--- src/rtl/reduce_combine_pkg.sv ---
// Shared definitions for the short-reduction receive path.
// Holds flit field positions and widths, reduction op codes and
// reduction-table entry states. The packet-build side reuses the same layout.
package reduce_combine_pkg;

    // Field positions inside a 76-bit children-tagged input flit. The low
    // 73 bits share their layout with the outgoing network flit.
    localparam int unsigned PayloadPos  = 0;
    localparam int unsigned OpPos       = 32;
    localparam int unsigned OpWidth     = 4;
    localparam int unsigned AlgPos      = 36;
    localparam int unsigned AlgWidth    = 2;
    localparam int unsigned TagPos      = 38;
    localparam int unsigned TagWidth    = 8;
    localparam int unsigned CtxPos      = 46;
    localparam int unsigned CtxWidth    = 8;
    localparam int unsigned SrcPos      = 54;
    localparam int unsigned DstPos      = 63;
    localparam int unsigned AddrWidth   = 9;   // {z, y, x}, 3 bits each
    localparam int unsigned ValidBitPos = 72;
    localparam int unsigned ChildrenPos = 73;

    // Reduction op codes; any other code folds as a sum.
    localparam logic [OpWidth-1:0] OpSum = 4'd0;
    localparam logic [OpWidth-1:0] OpMax = 4'd1;
    localparam logic [OpWidth-1:0] OpMin = 4'd2;
    localparam logic [OpWidth-1:0] OpAnd = 4'd3;
    localparam logic [OpWidth-1:0] OpOr  = 4'd4;
    localparam logic [OpWidth-1:0] OpXor = 4'd5;

    typedef enum logic [1:0] {
        EntFree  = 2'd0,
        EntAccum = 2'd1,
        EntDone  = 2'd2
    } ent_state_e;

endpackage

--- src/rtl/reduce_combine_alu.sv ---
// reduce_alu: combinational fold of one contribution into an accumulator.
// Ports:
//   i_op     reduction op code
//   i_a      current accumulator
//   i_b      incoming contribution
//   o_result folded value (MAX/MIN compare as signed)
module reduce_alu
    import reduce_combine_pkg::*;
#(
    parameter int unsigned Width = 32
) (
    input  logic [OpWidth-1:0] i_op,
    input  logic [Width-1:0]   i_a,
    input  logic [Width-1:0]   i_b,
    output logic [Width-1:0]   o_result
);

    always_comb begin
        o_result = i_a + i_b;
        case (i_op)
            OpMax:   o_result = ($signed(i_a) > $signed(i_b)) ? i_a : i_b;
            OpMin:   o_result = ($signed(i_a) < $signed(i_b)) ? i_a : i_b;
            OpAnd:   o_result = i_a & i_b;
            OpOr:    o_result = i_a | i_b;
            OpXor:   o_result = i_a ^ i_b;
            default: o_result = i_a + i_b;
        endcase
    end

endmodule

--- src/rtl/reduce_combine.sv ---
// reduce_combine: receive end of the short-reduction path.
// Folds contributions per {contextId, tag} in a small table and emits one
// reduced flit per completed operation towards the parent.
// Ports:
//   clk        clock
//   rst        asynchronous active-low reset
//   packetIn   {children, valid, dst, src, ctx, tag, algtype, op, payload}
//   in_ready   input accepted when packetIn[72] && in_ready
//   packetOut  registered reduced flit, bit 72 is valid
//   out_ready  downstream accepts packetOut when valid && out_ready
module reduce_combine
    import reduce_combine_pkg::*;
#(
    parameter int unsigned FlitWidth     = 73,
    parameter int unsigned ChildrenWidth = 3,
    parameter int unsigned TableSize     = 4,
    parameter int unsigned PayloadWidth  = 32,
    parameter logic [2:0]  rank_z        = 3'b0,
    parameter logic [2:0]  rank_y        = 3'b0,
    parameter logic [2:0]  rank_x        = 3'b0,
    parameter logic [2:0]  parent_z      = 3'b0,
    parameter logic [2:0]  parent_y      = 3'b0,
    parameter logic [2:0]  parent_x      = 3'b0
) (
    input  logic                               clk,
    input  logic                               rst,
    input  logic [FlitWidth+ChildrenWidth-1:0] packetIn,
    output logic                               in_ready,
    output logic [FlitWidth-1:0]               packetOut,
    input  logic                               out_ready
);

    localparam int unsigned IdxWidth = (TableSize > 1) ? $clog2(TableSize) : 1;

    ent_state_e              r_state [TableSize];
    logic [CtxWidth-1:0]     r_ctx   [TableSize];
    logic [TagWidth-1:0]     r_tag   [TableSize];
    logic [AlgWidth-1:0]     r_alg   [TableSize];
    logic [OpWidth-1:0]      r_op    [TableSize];
    logic [PayloadWidth-1:0] r_acc   [TableSize];
    logic [ChildrenWidth-1:0] r_need [TableSize];
    logic [ChildrenWidth-1:0] r_got  [TableSize];
    logic [FlitWidth-1:0]    r_out;

    logic                     w_in_valid;
    logic [CtxWidth-1:0]      w_in_ctx;
    logic [TagWidth-1:0]      w_in_tag;
    logic [AlgWidth-1:0]      w_in_alg;
    logic [OpWidth-1:0]       w_in_op;
    logic [PayloadWidth-1:0]  w_in_payload;
    logic [ChildrenWidth-1:0] w_in_children;
    logic                     w_unused_route;

    assign w_in_valid     = packetIn[ValidBitPos];
    assign w_in_ctx       = packetIn[CtxPos +: CtxWidth];
    assign w_in_tag       = packetIn[TagPos +: TagWidth];
    assign w_in_alg       = packetIn[AlgPos +: AlgWidth];
    assign w_in_op        = packetIn[OpPos +: OpWidth];
    assign w_in_payload   = packetIn[PayloadPos +: PayloadWidth];
    assign w_in_children  = packetIn[ChildrenPos +: ChildrenWidth];
    // Incoming dst/src are replaced by parent/rank on the way out.
    assign w_unused_route = ^packetIn[SrcPos +: 2*AddrWidth];

    logic                w_hit, w_free_any, w_done_any;
    logic [IdxWidth-1:0] w_hit_idx, w_free_idx, w_done_idx;

    // Descending scan so the lowest matching index wins each search.
    always_comb begin
        w_hit      = 1'b0;
        w_hit_idx  = '0;
        w_free_any = 1'b0;
        w_free_idx = '0;
        w_done_any = 1'b0;
        w_done_idx = '0;
        for (int i = int'(TableSize) - 1; i >= 0; i--) begin
            if (r_state[i] != EntFree && r_ctx[i] == w_in_ctx && r_tag[i] == w_in_tag) begin
                w_hit     = 1'b1;
                w_hit_idx = IdxWidth'(i);
            end
            if (r_state[i] == EntFree) begin
                w_free_any = 1'b1;
                w_free_idx = IdxWidth'(i);
            end
            if (r_state[i] == EntDone) begin
                w_done_any = 1'b1;
                w_done_idx = IdxWidth'(i);
            end
        end
    end

    // A hit on a finished entry stalls so late data never folds into a result.
    always_comb begin
        in_ready = 1'b1;
        if (w_in_valid) begin
            in_ready = w_hit ? (r_state[w_hit_idx] == EntAccum) : w_free_any;
        end
    end

    logic [PayloadWidth-1:0]  w_alu_result;
    logic                     w_accept, w_complete, w_out_load, w_bypass;
    logic [ChildrenWidth-1:0] w_got_inc;
    logic [IdxWidth-1:0]      w_slot;
    ent_state_e               w_next_state;
    logic [PayloadWidth-1:0]  w_res_acc;
    logic [OpWidth-1:0]       w_res_op;
    logic [AlgWidth-1:0]      w_res_alg;
    logic [FlitWidth-1:0]     w_done_flit, w_bypass_flit;

    reduce_alu #(
        .Width (PayloadWidth)
    ) u_alu (
        .i_op     (r_op[w_hit_idx]),
        .i_a      (r_acc[w_hit_idx]),
        .i_b      (w_in_payload),
        .o_result (w_alu_result)
    );

    assign w_accept   = w_in_valid & in_ready;
    assign w_got_inc  = r_got[w_hit_idx] + ChildrenWidth'(1);
    assign w_complete = w_accept && (w_hit ? (w_got_inc == r_need[w_hit_idx])
                                           : (w_in_children <= ChildrenWidth'(1)));
    assign w_res_acc  = w_hit ? w_alu_result : w_in_payload;
    assign w_res_op   = w_hit ? r_op[w_hit_idx] : w_in_op;
    assign w_res_alg  = w_hit ? r_alg[w_hit_idx] : w_in_alg;
    assign w_slot     = w_hit ? w_hit_idx : w_free_idx;

    // A completion goes straight to the output register when nothing older
    // is waiting, giving one-cycle latency and full throughput.
    assign w_out_load   = !r_out[ValidBitPos] || out_ready;
    assign w_bypass     = w_out_load && !w_done_any && w_complete;
    assign w_next_state = w_bypass ? EntFree : (w_complete ? EntDone : EntAccum);

    assign w_done_flit = {1'b1, parent_z, parent_y, parent_x, rank_z, rank_y, rank_x,
                          r_ctx[w_done_idx], r_tag[w_done_idx], r_alg[w_done_idx],
                          r_op[w_done_idx], r_acc[w_done_idx]};
    assign w_bypass_flit = {1'b1, parent_z, parent_y, parent_x, rank_z, rank_y, rank_x,
                            w_in_ctx, w_in_tag, w_res_alg, w_res_op, w_res_acc};

    // Drained and accepted slots never coincide: accepts only touch ACCUM or
    // FREE entries, draining only touches a DONE entry.
    always_ff @(posedge clk or negedge rst) begin
        if (!rst) begin
            for (int i = 0; i < int'(TableSize); i++) begin
                r_state[i] <= EntFree;
                r_ctx[i]   <= '0;
                r_tag[i]   <= '0;
                r_alg[i]   <= '0;
                r_op[i]    <= '0;
                r_acc[i]   <= '0;
                r_need[i]  <= '0;
                r_got[i]   <= '0;
            end
            r_out <= '0;
        end else begin
            if (w_out_load) begin
                if (w_done_any) begin
                    r_out               <= w_done_flit;
                    r_state[w_done_idx] <= EntFree;
                end else if (w_bypass) begin
                    r_out <= w_bypass_flit;
                end else begin
                    r_out <= '0;
                end
            end
            if (w_accept) begin
                r_state[w_slot] <= w_next_state;
                r_acc[w_slot]   <= w_res_acc;
                r_got[w_slot]   <= w_hit ? w_got_inc : ChildrenWidth'(1);
                if (!w_hit) begin
                    r_ctx[w_slot]  <= w_in_ctx;
                    r_tag[w_slot]  <= w_in_tag;
                    r_alg[w_slot]  <= w_in_alg;
                    r_op[w_slot]   <= w_in_op;
                    r_need[w_slot] <= w_in_children;
                end
            end
        end
    end

    assign packetOut = r_out;

endmodule

--- config.mk ---
export PLATFORM = sky130hd
export DESIGN_NAME = reduce_combine
export DESIGN_NICKNAME = d
export VERILOG_FILES = /design/src/rtl/reduce_combine_pkg.sv /design/src/rtl/reduce_combine_alu.sv /design/src/rtl/reduce_combine.sv
export SDC_FILE = /design/constraint.sdc
export NUM_CORES = 1
export LEC_CHECK = 0
export BUFFER_PORTS_ARGS = -buffer_cell sky130_fd_sc_hd__clkbuf_2
export CORE_AREA = 5 5 237 239
export CTS_CLUSTER_DIAMETER = 200
export CTS_CLUSTER_SIZE = 20
export DETAILED_ROUTE_END_ITERATION = 12
export DIE_AREA = 0 0 242 244
export SKIP_CTS_REPAIR_TIMING = 1
export SYNTH_ARGS = -nofsm -noshare
export SYNTH_HDL_FRONTEND = slang
export SYNTH_SLANG_ARGS = --single-unit
--- constraint.sdc ---
create_clock -name clk -period 7.6 [get_ports clk]
set_input_delay 1.14 -clock clk [delete_from_list [all_inputs] [get_ports clk]]
set_output_delay 1.14 -clock clk [all_outputs]
set_load 0.005 [all_outputs]
# After elaboration in Yosys (flattened, before gate mapping)
# Index checks and enable logic that the tools add are counted.
classes:
  bitwise: 10
  eq_ne: 19
  n_mux: 95
  n_addsub: 2
  magnitude_cmp: 8
  n_reduce_logical: 25
op_table:
  columns: ["op", "n"]
  rows:
  - ["2-to-1 mux 32 bit", 8]
  - ["case mux 32 bit (5 select lines)", 1]
  - ["2-to-1 mux 73 bit", 2]
  - ["binary-select mux 32 bit (select 2 bit)", 2]
  - ["bitwise mux 128 bit", 1]
  - ["bitwise mux 32 bit", 2]
  - ["demux 32 bit (select 2 bit)", 1]
  - ["== test 8 bit", 8]
  - ["2-to-1 mux 8 bit", 8]
  - ["2-to-1 mux 2 bit", 24]
  - ["adder 32 bit", 1]
  - ["bitwise AND 32 bit", 1]
  - ["binary-select mux 8 bit (select 2 bit)", 2]
  - ["greater-than comparator 32 bit", 1]
  - ["less-than comparator 32 bit", 1]
  - ["bitwise OR 32 bit", 1]
  - ["XOR 32 bit", 1]
  - ["bitwise mux 12 bit", 2]
  - ["2-to-1 mux 4 bit", 6]
  - ["2-to-1 mux 3 bit", 6]
  - ["binary-select mux 4 bit (select 2 bit)", 2]
  - ["bitwise mux 16 bit", 1]
  - ["bitwise mux 8 bit", 2]
  - ["demux 8 bit (select 2 bit)", 1]
  - ["other kinds (27)", 74]
word_totals:
  reg_bits: 321
  inputBits: 79
  elab_cells: 192
  output_inout_bits: 74

# Longest topological paths before layout
# Gate-level depths: netlist of the first run.
logic_depth:
  word_depth: 20
  depth_mapped: 27
  mapped_depth_nobuf: 22

# Cells and area by module
# A second synthesis of the first run with hierarchy kept.
unflattened:
  cells_unflattened: 2358
  hier_area_um2: 21369.2
by_module_without_submodules:
  columns: ["module", "instances", "cells_each", "seq_area_each_um2", "area_per_inst_um2"]
  rows:
  - ["reduce_combine", 1, 1643, 7582.3, 16358.2]
  - ["reduce_alu", 1, 715, 0.0, 5011.1]

# Worst setup path before layout of the first run
# No wires, ideal clock.
synth_path:
  kind: "input to register"
  from: "input packetIn[39]"
  to: "register r_out[10] (netlist: packetOut[10])"
  t_arrival_ns: 6.438
  slack_ns: 1.036
  path_stages: 26
  required_ns: 7.474
  n_path_buf: 7
  setup_ns: 0.126
  cell_sequence: "buf_4 > xor2_1 > or4_4 > nor3_4 > and2_4 > buf_4 > o21a_1 > buf_2 > buf_4 > mux2i_1 > mux2i_1 > ha_1 > clkbuf_1 > nand4_1 > nor4_1 > a21boi_0 > o41a_1 > o22ai_1 > nor2b_1 > clkbuf_1 > clkbuf_1 > nor2_1 > a21oi_1 > o22ai_1 > o31a_1 > a221o_1"
synth_via:
  elab_chain_cells: 18
  elab_cells_between_ends: 58
  cone_classes: "add/sub (2); order compare (2); eq/ne (11); mux (32); bitwise (5); reduce/logical (6)"
synth_rtl:
  columns: ["element", "line_no", "rtl"]
  rows:
  - ["from (decl)", "reduce_combine.sv:27", "input logic [FlitWidth+ChildrenWidth-1:0] packetIn,"]
  - ["parallel branches: the longest is 16 deep, another holds less-than comparator 32 bit", null, null]
  - ["2-to-1 mux 73 bit (*)", "reduce_combine.sv:159", "end else if (w_bypass) begin"]
  - ["2-to-1 mux 73 bit (*)", "reduce_combine.sv:156", "if (w_done_any) begin"]
  - ["to (signal assigned)", "reduce_combine.sv:157", "r_out <= w_done_flit;"]
  - ["to (signal assigned)", "reduce_combine.sv:160", "r_out <= w_bypass_flit;"]
  - ["to (decl)", "reduce_combine.sv:43", "logic [FlitWidth-1:0] r_out;"]
# Mark *: on every way between the ends. The select of a mux whose other input is x is not followed.
# A chain may end at the register's enable or synchronous reset.

# Worst setup path after layout of the first run
layout_path:
  from: "input packetIn[52]"
  to: "register r_acc[50] (netlist bit)"
layout_via:
  elab_chain_cells: 16
  elab_cells_between_ends: 57
  cone_classes: "add/sub (1); order compare (4); eq/ne (10); mux (27); bitwise (6); reduce/logical (9)"
layout_rtl:
  columns: ["element", "line_no", "rtl"]
  rows:
  - ["== test 8 bit", "reduce_combine.sv:76", "if (r_state[i] != EntFree && r_ctx[i] == w_in_ctx && r_tag[i] == w_in_tag) begin"]
  - ["logical AND 1 bit (2 in a row)", "reduce_combine.sv:76", null]
  - ["2-to-1 mux 2 bit (4 in a row)", "reduce_combine.sv:76", null]
  - ["inverter 2 -> 3 bit (implied by the code)", "reduce_combine.sv:95, reduce_combine.sv:112, reduce_combine.sv:113", null]
  - ["binary-select mux 32 bit (select 2 bit)", "reduce_combine.sv:113", ".i_a (r_acc[w_hit_idx]),"]
  - ["2-to-1 mux 32 bit (implied by the code) (2 in a row)", "reduce_combine.sv:113", null]
  - ["less-than comparator 32 bit or greater-than comparator 32 bit (tied branches)", "reduce_combine_alu.sv:22, reduce_combine_alu.sv:21", null]
  - ["2-to-1 mux 32 bit, on equally long branches", "reduce_combine_alu.sv:22, reduce_combine_alu.sv:21", null]
  - ["case mux 32 bit (5 select lines)", "reduce_combine_alu.sv:20", "case (i_op)"]
  - ["2-to-1 mux 32 bit", "reduce_combine.sv:122", "assign w_res_acc = w_hit ? w_alu_result : w_in_payload;"]
  - ["bitwise mux 128 bit", "reduce_combine.sv:167", "r_acc[w_slot] <= w_res_acc;"]
  - ["to (signal, indexed assignment)", "reduce_combine.sv:167", null]
  - ["to (decl)", "reduce_combine.sv:40", "logic [PayloadWidth-1:0] r_acc [TableSize];"]
# Parallel ways exist; a longest one is shown, timed or not. The select of a mux whose other input is x is not followed.

==> results of run 1 <==
cell families (layout without fill, tap and decap cells):
| kind of cell | Yosys count | after routing | synth area share |
|---|---|---|---|
| xor gates and xnor gates | 98 | 98 | 0.0395 |
| and+or+nand+nor | 519 | 519 | 0.118 |
| DFF | 303 | 303 | 0.349 |
| buffers and inverters | 281 | 370 | 0.0587 |
| muxes | 361 | 361 | 0.184 |
| AOI/OAI and AO/OA | 554 | 554 | 0.193 |
| adders and majority gates | 99 | 99 | 0.0574 |
| other | 1 | 18 | 0.000173 |
through the flow:
stage	total power (uW)	util	cells
final	9420	0.448	3018
after global routing	9980	0.448	3018
after global placement	8180	0.438	2997
after CTS	9360	0.448	3018
after floorplan	6500	-	2233
after detailed placement	8330	0.438	2997
Yosys cell counts (26+ instances only):
cell type	n	area, um^2
a21oi_1	129	646
a221o_1	49	490
a222oi_1	50	500
buf_2	47	235
buf_4	27	203
clkbuf_1	89	334
dfrtp_1	303	7580
ha_1	98	1230
inv_1	97	364
mux2_2	274	3090
mux2i_1	65	651
nand2_1	117	439
nand3_1	44	220
nor2_1	172	646
nor3_1	26	130
o21ai_0	65	325
xnor2_1	64	561
xor2_1	34	298
worst reg2reg max path, cell delays in order, from the launching register on:
cell       delay (ps)
dfrtp_1           410
xnor2_1           300
nand4_1           280
or3_1             630
a211oi_2          390
o21a_2            250
buf_12            220
mux2i_1           580
ha_1              360
a211oi_1          280
o21ai_0           150
o211ai_1          250
nand4b_1          290
o21ai_1           640
buf_4             230
and2_1            120
a31oi_1            40
o22ai_1           230
a2111oi_1         110
a211oi_2          600
mux2_2            280
cell usage in the layout, fill, tap and decap left out, types with 10 or more instances in the layout:
cell	count
dfrtp_1	303
mux2_2	274
nor2_1	170
buf_4	133
a21oi_1	128
nand2_1	117
clkbuf_2	115
ha_1	98
inv_1	97
mux2i_1	65
xnor2_1	64
o21ai_0	63
a222oi_1	50
a221o_1	49
nand3_1	43
xor2_1	34
nor3_1	25
o211ai_1	25
a21o_1	21
mux2_1	20
and2_1	19
clkbuf_16	19
conb_1	18
nand4_1	17
nand2b_1	17
o22ai_1	17
or3_1	16
nor4_1	15
a2bb2oi_1	15
and3_1	14
nor2b_1	14
o21a_1	13
a31oi_1	11
a211oi_1	11
o221ai_1	10
o21bai_1	10
a22o_1	10
routing by layer:
layer / share of wire / wire [um] / vias to the layer above / global-route usage
met4: 0.027 / 2020 / 0 / 0.0660
met3: 0.072 / 5270 / 140 / 0.0349
met1: 0.43 / 31800 / 9296 / 0.324
met2: 0.47 / 34700 / 737 / 0.398
li1: - / - / 8345 / -
met5: 0 / 0 / - / 0
report_power, final:
group          switching (uW)  total, uW  leakage, uW  internal [uW]
logic                    3070       5480      0.00649           2410
registers                 583       2930      0.00373           2340
clock network             558       1020     0.000248            457
total                    4210       9420       0.0105           5210
layout make-up:
class	instances	area share
clock buffers	19	0.0198
well taps	696	0.0363
repair buffers	252	0.0687
clock inverters	2	0.00120
flip-flops and latches	303	0.316
multi-input cells	1649	0.543
inverters	97	0.0152
path summary, 6_finish.rpt:
check                                                 to                  from  slack [ps]
worst min register to register      r_got[1]$_DFFE_PN0P_  r_got[1]$_DFFE_PN0P_         490
worst max-delay path               r_acc[50]$_DFFE_PN0P_          packetIn[52]         560
worst max register to register     r_acc[50]$_DFFE_PN0P_  r_ctx[1]$_DFFE_PN0P_         870
min in group asynchronous       packetOut[7]$_DFFE_PN0N_                   rst         580
max in group asynchronous          r_acc[94]$_DFFE_PN0P_                   rst        5570
worst min-delay path                r_got[1]$_DFFE_PN0P_  r_got[1]$_DFFE_PN0P_         490
sequential cells by signal, summed over array words and instances, names as in the netlist:
name and cells:
packetOut 55, r_state 8, r_got 12, r_acc 128, r_ctx 32, r_tag 32
r_alg 8, r_op 16, r_need 12
==> results_dict.tcl, run 1 <==
set metrics [dict create \
    status "complete, no violations" \
    vias 18518 \
    syn_inst 2216 \
    crit_buf_inv 3 \
    totalWireLength_um 73700 \
    track_usage 0.238 \
    holdWs_ps 491 \
    crit_cells 21 \
    finalInstanceArea_um2 24000 \
    yosys_warnings 0 \
    diodes 0 \
    route.detailed.drc 0 \
    overflow 0 \
    port-buffer-count 116 \
    synth-seq-cells 303 \
    ys.flop_type "dfrtp_1" \
    critical_path.top_delay_family "compound AO/OA/AOI/OAI gates" \
    dp_hpwl_um 52100 \
    placed_area_um2 23500 \
    relSlewSlack 0.318 \
    final_nets 2500 \
    root_buffer "clkbuf_16" \
    areaGrowthSynthToFinish_pct 10.5 \
    worstSetupPathType "input pin to flop" \
    cp.arrival_ps 7500 \
    chipWidth_um 242 \
    dieArea_um2 59000 \
    max_slew.worst_pin.slew_ps 1020 \
    hold_depth 2 \
    htreeDepth 1 \
    grt_pass1_vias 18335 \
    post_drt_via_cell_ratio 6.14 \
    fin_crit_ps 7040 \
    core-area_um2 53600 \
    finalCritPeriodShare 0.927 \
    hold_class "flop to flop" \
    syn_area_um2 21700 \
    required_ps 8060 \
    cts_buffer_depth 3 \
    multiInputGateArea_um2 13000 \
    rr_worst_depth 20 \
    syn_area_per_cell_um2 9.80 \
    cp_slowest_stage_delay_ps 640 \
    cts_sinks 303 \
    numCtsBuffers 19 \
    cts_tree "done" \
    antenna_found_initial 0 \
    cp_max_fo 30 \
    synth_edf_count 0 \
    grt_setup_unrepaired "false" \
    ir_worst_vdd_mv 0.219 \
    hold_viol_final 0 \
    initial_core_util 0.405 \
    clk_latency_ps 550 \
    avgRoutedWirePerCell_um 24.4 \
    max_freq_ghz 0.142 \
    drtAntennaViolNets 0 \
    p_leak_uw 0.0105 \
    critical_path.cell_chain "clkbuf_2 > xnor2_1 > nand4_1 > or3_1 > a211oi_2 > o21a_2 > buf_12 > mux2i_1 > ha_1 > a211oi_1 > o21ai_0 > o211ai_1 > nand4b_1 > o21ai_1 > buf_4 > and2_1 > a31oi_1 > o22ai_1 > a2111oi_1 > a211oi_2 > mux2_2" \
    tns_ps 0 \
    grt_max_degree 84 \
    ioPinCount 153 \
    worstSetupStartpointType "input pin" \
    clk_pin_slew_ps 80 \
    final_max_slew_viol_count 0 \
    crit_path_end_kind "flop" \
    seq_area_frac_synth 0.349 \
    setup_viol 0 \
    dp_slack_ps 223 \
    fin_ws_ps 559 \
    dieHeight_um 244 \
    drtIter0Drc 2026 \
    routabilityCongestion 0.937 \
    maxCapViolCount 0 \
    critPathMostFrequentCell "a211oi_2" \
    final.setup_skew_ps 39.9 \
    critPathSlowestCell "o21ai_1" \
    rows 85 \
    drive_gt1_frac 0.264 \
    firstDrtPassIters 6 \
    grt_first_pass_wirelength_um 112000 \
    async_reset_ff_frac 1.00 \
    nFillCells 5129 \
    p_per_area_nw_per_um2 393 \
    seq_area_um2 7580 \
    yosysUniqueCellTypes 97 \
]
(Power assumes the default switching activity.)
==> run 2: changes to the inputs <==
--- a/config.mk
+++ b/config.mk
@@ -5,12 +5,13 @@
 export SDC_FILE = /design/constraint.sdc
 export NUM_CORES = 1
 export LEC_CHECK = 0
+export ABC_CLOCK_PERIOD_IN_PS = 6250
 export BUFFER_PORTS_ARGS = -buffer_cell sky130_fd_sc_hd__clkbuf_2
-export CORE_AREA = 5 5 237 239
+export CORE_AREA = 5 5 240 242
 export CTS_CLUSTER_DIAMETER = 200
 export CTS_CLUSTER_SIZE = 20
 export DETAILED_ROUTE_END_ITERATION = 12
-export DIE_AREA = 0 0 242 244
+export DIE_AREA = 0 0 245 247
 export SKIP_CTS_REPAIR_TIMING = 1
 export SYNTH_ARGS = -nofsm -noshare
 export SYNTH_HDL_FRONTEND = slang
==> constraint.sdc (replaced) <==
create_clock -name clk -period 6.25 [get_ports clk]
set_input_delay 0.9375 -clock clk [delete_from_list [all_inputs] [get_ports clk]]
set_output_delay 0.9375 -clock clk [all_outputs]
set_load 0.005 [all_outputs]
==> results_dict.tcl, run 2 (synthesis gave the netlist of run 1 again) <==
set metrics [dict create \
    crit_path_end_kind "flop" \
    cp_slowest_stage_delay_ps 540 \
    htreeDepth 1 \
    crit_buf_inv 11 \
    drtAntennaViolNets 0 \
    ir_worst_vdd_mv 0.308 \
    vias 19348 \
    dp_hpwl_um 54900 \
    critPathMostFrequentCell "buf_4" \
    totalWireLength_um 76400 \
    critPathSlowestCell "nor3_1" \
    maxCapViolCount 0 \
    cp_max_fo 16 \
    p_leak_uw 0.0115 \
    cts_sinks 303 \
    routabilityCongestion 0.933 \
    drtIter0Drc 1836 \
    chipWidth_um 245 \
    mostFrequentLayoutCells "303 x dfrtp_1, 293 x buf_4, 274 x mux2_2, 169 x nor2_1, 118 x a21oi_1" \
    overflow 0 \
    avgRoutedWirePerCell_um 23.8 \
    dieArea_um2 60500 \
    cts_tree "done" \
    grt_pass1_vias 19547 \
    hold_viol_final 0 \
    ioPinCount 153 \
    p_per_area_nw_per_um2 470 \
    finalCritPeriodShare 0.991 \
    clk_pin_slew_ps 80 \
    final_max_slew_viol_count 0 \
    worstSetupPathType "input pin to flop" \
    fin_crit_ps 6190 \
    top_layer "met4" \
    areaGrowthSynthToFinish_pct 18.7 \
    max_slew.worst_pin.slew_ps 1030 \
    dieHeight_um 247 \
    hold_class "input pin to asynchronous set/reset pin" \
    dr_wl_met2_um 36600 \
    final.setup_skew_ps 27.7 \
    port-buffer-count 116 \
    cp.arrival_ps 6610 \
    final_nets 2678 \
    dr_wl_met3_um 5440 \
    antenna_found_initial 3 \
    root_buffer "clkbuf_16" \
    final_common_cell "dfrtp_1" \
    worstSetupStartpointType "input pin" \
    drive_gt1_frac 0.334 \
    cts_buffer_depth 3 \
    utilization 0.470 \
    stdcell_count 3207 \
    initial_core_util 0.396 \
    largest-register "r_acc" \
    relSlewSlack 0.312 \
    fin_ws_ps 58.7 \
    route.detailed.drc 0 \
    dp_slack_ps -609 \
    clk_latency_ps 540 \
    post_drt_via_cell_ratio 6.03 \
    numCtsBuffers 19 \
    core-area_um2 54900 \
    largest_reg_flops 128 \
    grt_max_degree 172 \
    required_ps 6670 \
    status "complete, no violations" \
    rows 86 \
    grt_setup_unrepaired "true" \
    wl_met1_um 32600 \
    firstDrtPassIters 7 \
    dpl.cell_count 3172 \
    track_usage 0.241 \
    grt_first_pass_wirelength_um 116000 \
    critical_path.top_delay_family "buffers and inverters" \
    setup_viol 0 \
    max_freq_ghz 0.162 \
]
run 2: changes by cell type in the layout (fill, tap and decap cells not counted), sizes merged:
cell	before	now
clkbuf	134	133
diode	0	3
o22ai	20	21
buf	137	315
run 2: power by group:
part           total (uW)  switching, uW  internal, uW
sequential           3570            716          2850
combinational        7330           3930          3400
clock                1230            675           556
total               12100           5320          6800
run 2: routing by layer:
layer | up-vias | GRT usage
met5 | - | 0
met4 | 0 | 0.0682
met3 | 129 | 0.0322
met2 | 787 | 0.407
met1 | 9727 | 0.327
li1 | 8705 | -
run 2: per-stage QoR:
stage	cell area (um^2)	TNS (ps)	hold slack, ps	total power, uW
global route	25800	-1250	394	12900
CTS	25400	-1100	385	11900
floorplan	21800	0	449	7920
detailed placement	24900	-71730	479	10600
global placement	24900	-64880	463	10500
finish	25800	0	357	12100
run 2: cell type report:
cell class / count / area (um^2)
Antenna cell: 3 / 7.51
Multi-Input combinational cell: 1650 / 13300
Tap cell: 704 / 881
Clock buffer: 19 / 475
Sequential cell: 303 / 7580
Inverter: 97 / 364
Timing Repair Buffer: 429 / 3150
Clock inverter: 2 / 28.8
Fill cell: 5207 / 29100
run 2: final timing paths:
check | startpoint | cells after the start | endpoint | slack [ps]
worst max-delay path | packetIn[42] | 27 | packetOut[24]$_DFFE_PN0N_ | 60
worst min-delay path | rst | 1 | r_acc[7]$_DFFE_PN0P_ | 360
worst max register to register | r_ctx[1]$_DFFE_PN0P_ | 25 | packetOut[24]$_DFFE_PN0N_ | 210
worst min register to register | r_got[10]$_DFFE_PN0P_ | 2 | r_got[10]$_DFFE_PN0P_ | 490
max in group asynchronous | rst | 2 | r_tag[5]$_DFFE_PN0P_ | 4540
min in group clk | r_got[10]$_DFFE_PN0P_ | 2 | r_got[10]$_DFFE_PN0P_ | 490
==> run 3: changes to the inputs <==
--- a/config.mk
+++ b/config.mk
@@ -5,14 +5,17 @@
 export SDC_FILE = /design/constraint.sdc
 export NUM_CORES = 1
 export LEC_CHECK = 0
+export ABC_AREA = 1
 export ABC_CLOCK_PERIOD_IN_PS = 6250
 export BUFFER_PORTS_ARGS = -buffer_cell sky130_fd_sc_hd__clkbuf_2
-export CORE_AREA = 5 5 240 242
+export CORE_AREA = 5 5 246 248
 export CTS_CLUSTER_DIAMETER = 200
 export CTS_CLUSTER_SIZE = 20
 export DETAILED_ROUTE_END_ITERATION = 12
-export DIE_AREA = 0 0 245 247
+export DIE_AREA = 0 0 251 253
+export PLACE_DENSITY_LB_ADDON = 0.15
 export SKIP_CTS_REPAIR_TIMING = 1
 export SYNTH_ARGS = -nofsm -noshare
 export SYNTH_HDL_FRONTEND = slang
+export SYNTH_HIERARCHICAL = 1
 export SYNTH_SLANG_ARGS = --single-unit
==> results_dict.tcl, run 3 <==
set metrics [dict create \
    synth_edf_count 0 \
    firstDrtPassIters 6 \
    synth_area_leaders "dfrtp_1 33%, nand2_1 14%, o21ai_0 8.4%" \
    crit_path_end_kind "flop" \
    post_drt_via_cell_ratio 5.42 \
    cts_buffer_depth 3 \
    setup_viol 0 \
    crit_buf_inv 8 \
    synth_top_area_share 0.331 \
    grt_pass1_vias 21625 \
    routabilityCongestion 0.950 \
    p_leak_uw 0.0123 \
    relSlewSlack 0.355 \
    max_slew.worst_pin.slew_ps 967 \
    critPathSlowestCell "ha_1" \
    utilization 0.431 \
    largest-register "r_acc" \
    largest_reg_flops 128 \
    r2r-end "packetOut[14]$_DFFE_PN0N_" \
    dp_slack_ps 277 \
    fin_crit_ps 5500 \
    syn_inst 3420 \
    overflow 0 \
    port-buffer-count 116 \
    maxCapViolCount 0 \
    yosysUniqueCellTypes 54 \
    endpoint "packetOut[14]$_DFFE_PN0N_" \
    async_reset_ff_frac 1.00 \
    chipWidth_um 251 \
    syn_area_per_cell_um2 6.70 \
    dieHeight_um 253 \
    dieArea_um2 63500 \
    fin_ws_ps 754 \
    final_common_cell "nand2_1" \
    hold_class "input pin to asynchronous set/reset pin" \
    yosys.area.top_type "dfrtp_1" \
    vias 23001 \
    drive_gt1_frac 0.113 \
    critPathLaunch "packetIn[52]" \
    cts_tree "done" \
    cp_max_fo 34 \
    required_ps 6730 \
    seq_area_um2 7580 \
    route.detailed.drc 0 \
    crit_cells 35 \
    critical_path.top_delay_family "simple AND/OR/NAND/NOR gates" \
    final_nets 3650 \
    ys.flop_type "dfrtp_1" \
    synth.most_common_cell "nand2_1" \
    drtAntennaViolNets 0 \
    grt_max_degree 113 \
    finalCritPeriodShare 0.879 \
    synth-seq-cells 303 \
    stdcell_count 4245 \
    cp_slowest_stage_delay_ps 360 \
    reg2reg_setup_slack_ps 930 \
    syn_area_um2 22900 \
    htreeDepth 1 \
    status "complete, no violations" \
    grt_setup_unrepaired "false" \
    initial_core_util 0.393 \
    rr_startpoint "r_ctx[5]$_DFFE_PN0P_" \
    tns_ps 0 \
    totalWireLength_um 81100 \
    diodes 0 \
    ioPinCount 153 \
    multiInputGateArea_um2 12700 \
    areaGrowthSynthToFinish_pct 9.47 \
    clk_pin_slew_ps 100 \
    dpl.cell_count 4225 \
    ir_worst_vdd_mv 0.292 \
    antenna_found_initial 0 \
    final_max_slew_viol_count 0 \
    clk_latency_ps 550 \
    yosys_warnings 6 \
    hold_viol_final 0 \
    nFillCells 6159 \
    synth_commonest_cells "856 x nand2_1, 383 x o21ai_0, 369 x inv_1, 328 x a21oi_1, 303 x dfrtp_1" \
    rows 89 \
    cp.arrival_ps 5980 \
    rr_worst_depth 33 \
    mostFrequentLayoutCells "855 x nand2_1, 383 x o21ai_0, 368 x inv_1, 327 x a21oi_1, 303 x dfrtp_1" \
    core-area_um2 58200 \
    avgRoutedWirePerCell_um 19.1 \
    final.setup_skew_ps 25.0 \
    critPathMostFrequentCell "nand2_1" \
    worstSetupPathType "input pin to flop" \
    worstSetupStartpointType "input pin" \
    seq_area_frac_synth 0.331 \
    holdWs_ps 409 \
    drtIter0Drc 2263 \
    cts_sinks 303 \
    dp_hpwl_um 56100 \
    grt_first_pass_wirelength_um 127000 \
    root_buffer "clkbuf_16" \
    p_per_area_nw_per_um2 499 \
    max_freq_ghz 0.182 \
    numCtsBuffers 19 \
    track_usage 0.247 \
]
-- run 3: changes by cell type after synthesis, moves of 49 or more --
cell and change:
a31o_2 +54, a21oi_1 +199, xnor2_1 -50, mux2i_1 -65
nand4_1 +86, a222oi_1 -50, a221o_1 -49, nand3_1 +205
nand2_1 +739, mux2_2 -274, inv_1 +272, o21ai_0 +318
nor2_1 +66
-- run 3: layout make-up --
| type | instances | share of cell area |
|---|---|---|
| repair buffers | 247 | 0.0717 |
| clock inverters | 1 | 0.000798 |
| well taps | 773 | 0.0386 |
| clock buffers | 19 | 0.0190 |
| inverters | 405 | 0.0609 |
| flip-flops and latches | 303 | 0.302 |
| multi-input cells | 2497 | 0.507 |
-- run 3: metal layers --
metal,vias up,GRT usage,routed length (um)
li1,11292,-,-
met4,0,0.0430,1600
met1,10825,0.363,38000
met3,87,0.0274,5170
met2,797,0.400,36400
met5,-,0,0
-- run 3: stage by stage --
stage	cell area (um^2)	power, uW
final	25100	12500
after global routing	25100	13600
after CTS	25100	12500
after detailed placement	24600	11100
after global placement	24600	11100
after floorplan	23000	8610
-- run 3: where the power goes --
part | leakage [uW] | total (uW) | internal, uW | switching, uW
Combinational | 0.00827 | 7800 | 2720 | 5090
Sequential | 0.00378 | 3420 | 2860 | 557
Clock | 0.000244 | 1290 | 554 | 732
-- run 3: worst min path at each step --
stage	endpoint	slack, ps	cells after the start
2_1_floorplan	r_got[4]$_DFFE_PN0P_	450	2
3_3_place_gp	r_got[10]$_DFFE_PN0P_	470	2
3_5_place_dp	r_got[7]$_DFFE_PN0P_	470	2
4_1_cts	packetOut[49]$_DFFE_PN0N_	450	1
5_1_grt	packetOut[6]$_DFFE_PN0N_	480	1
6_report	packetOut[6]$_DFFE_PN0N_	410	1
-- run 3: cell families (layout without fill, tap and decap cells) --
group | count (synthesis) | after routing | share of synthesized area
flip-flops | 303 | 303 | 0.331
buffers and inverters | 637 | 672 | 0.121
adder cells (fa/ha/maj) | 98 | 98 | 0.0538
AND/OR/NAND/NOR | 1514 | 1514 | 0.285
XOR/XNOR | 25 | 25 | 0.00955
AO/OA/AOI/OAI | 842 | 842 | 0.200
other | 1 | 18 | 0.000164
-- run 3: worst reg2reg max path: cells and delay by family, from the launching register on --
family	cells	cell delay (ps)
fa+ha+maj	1	330
simple gates	22	3150
compound gates	4	510
flops	1	400
buf+inv	6	840
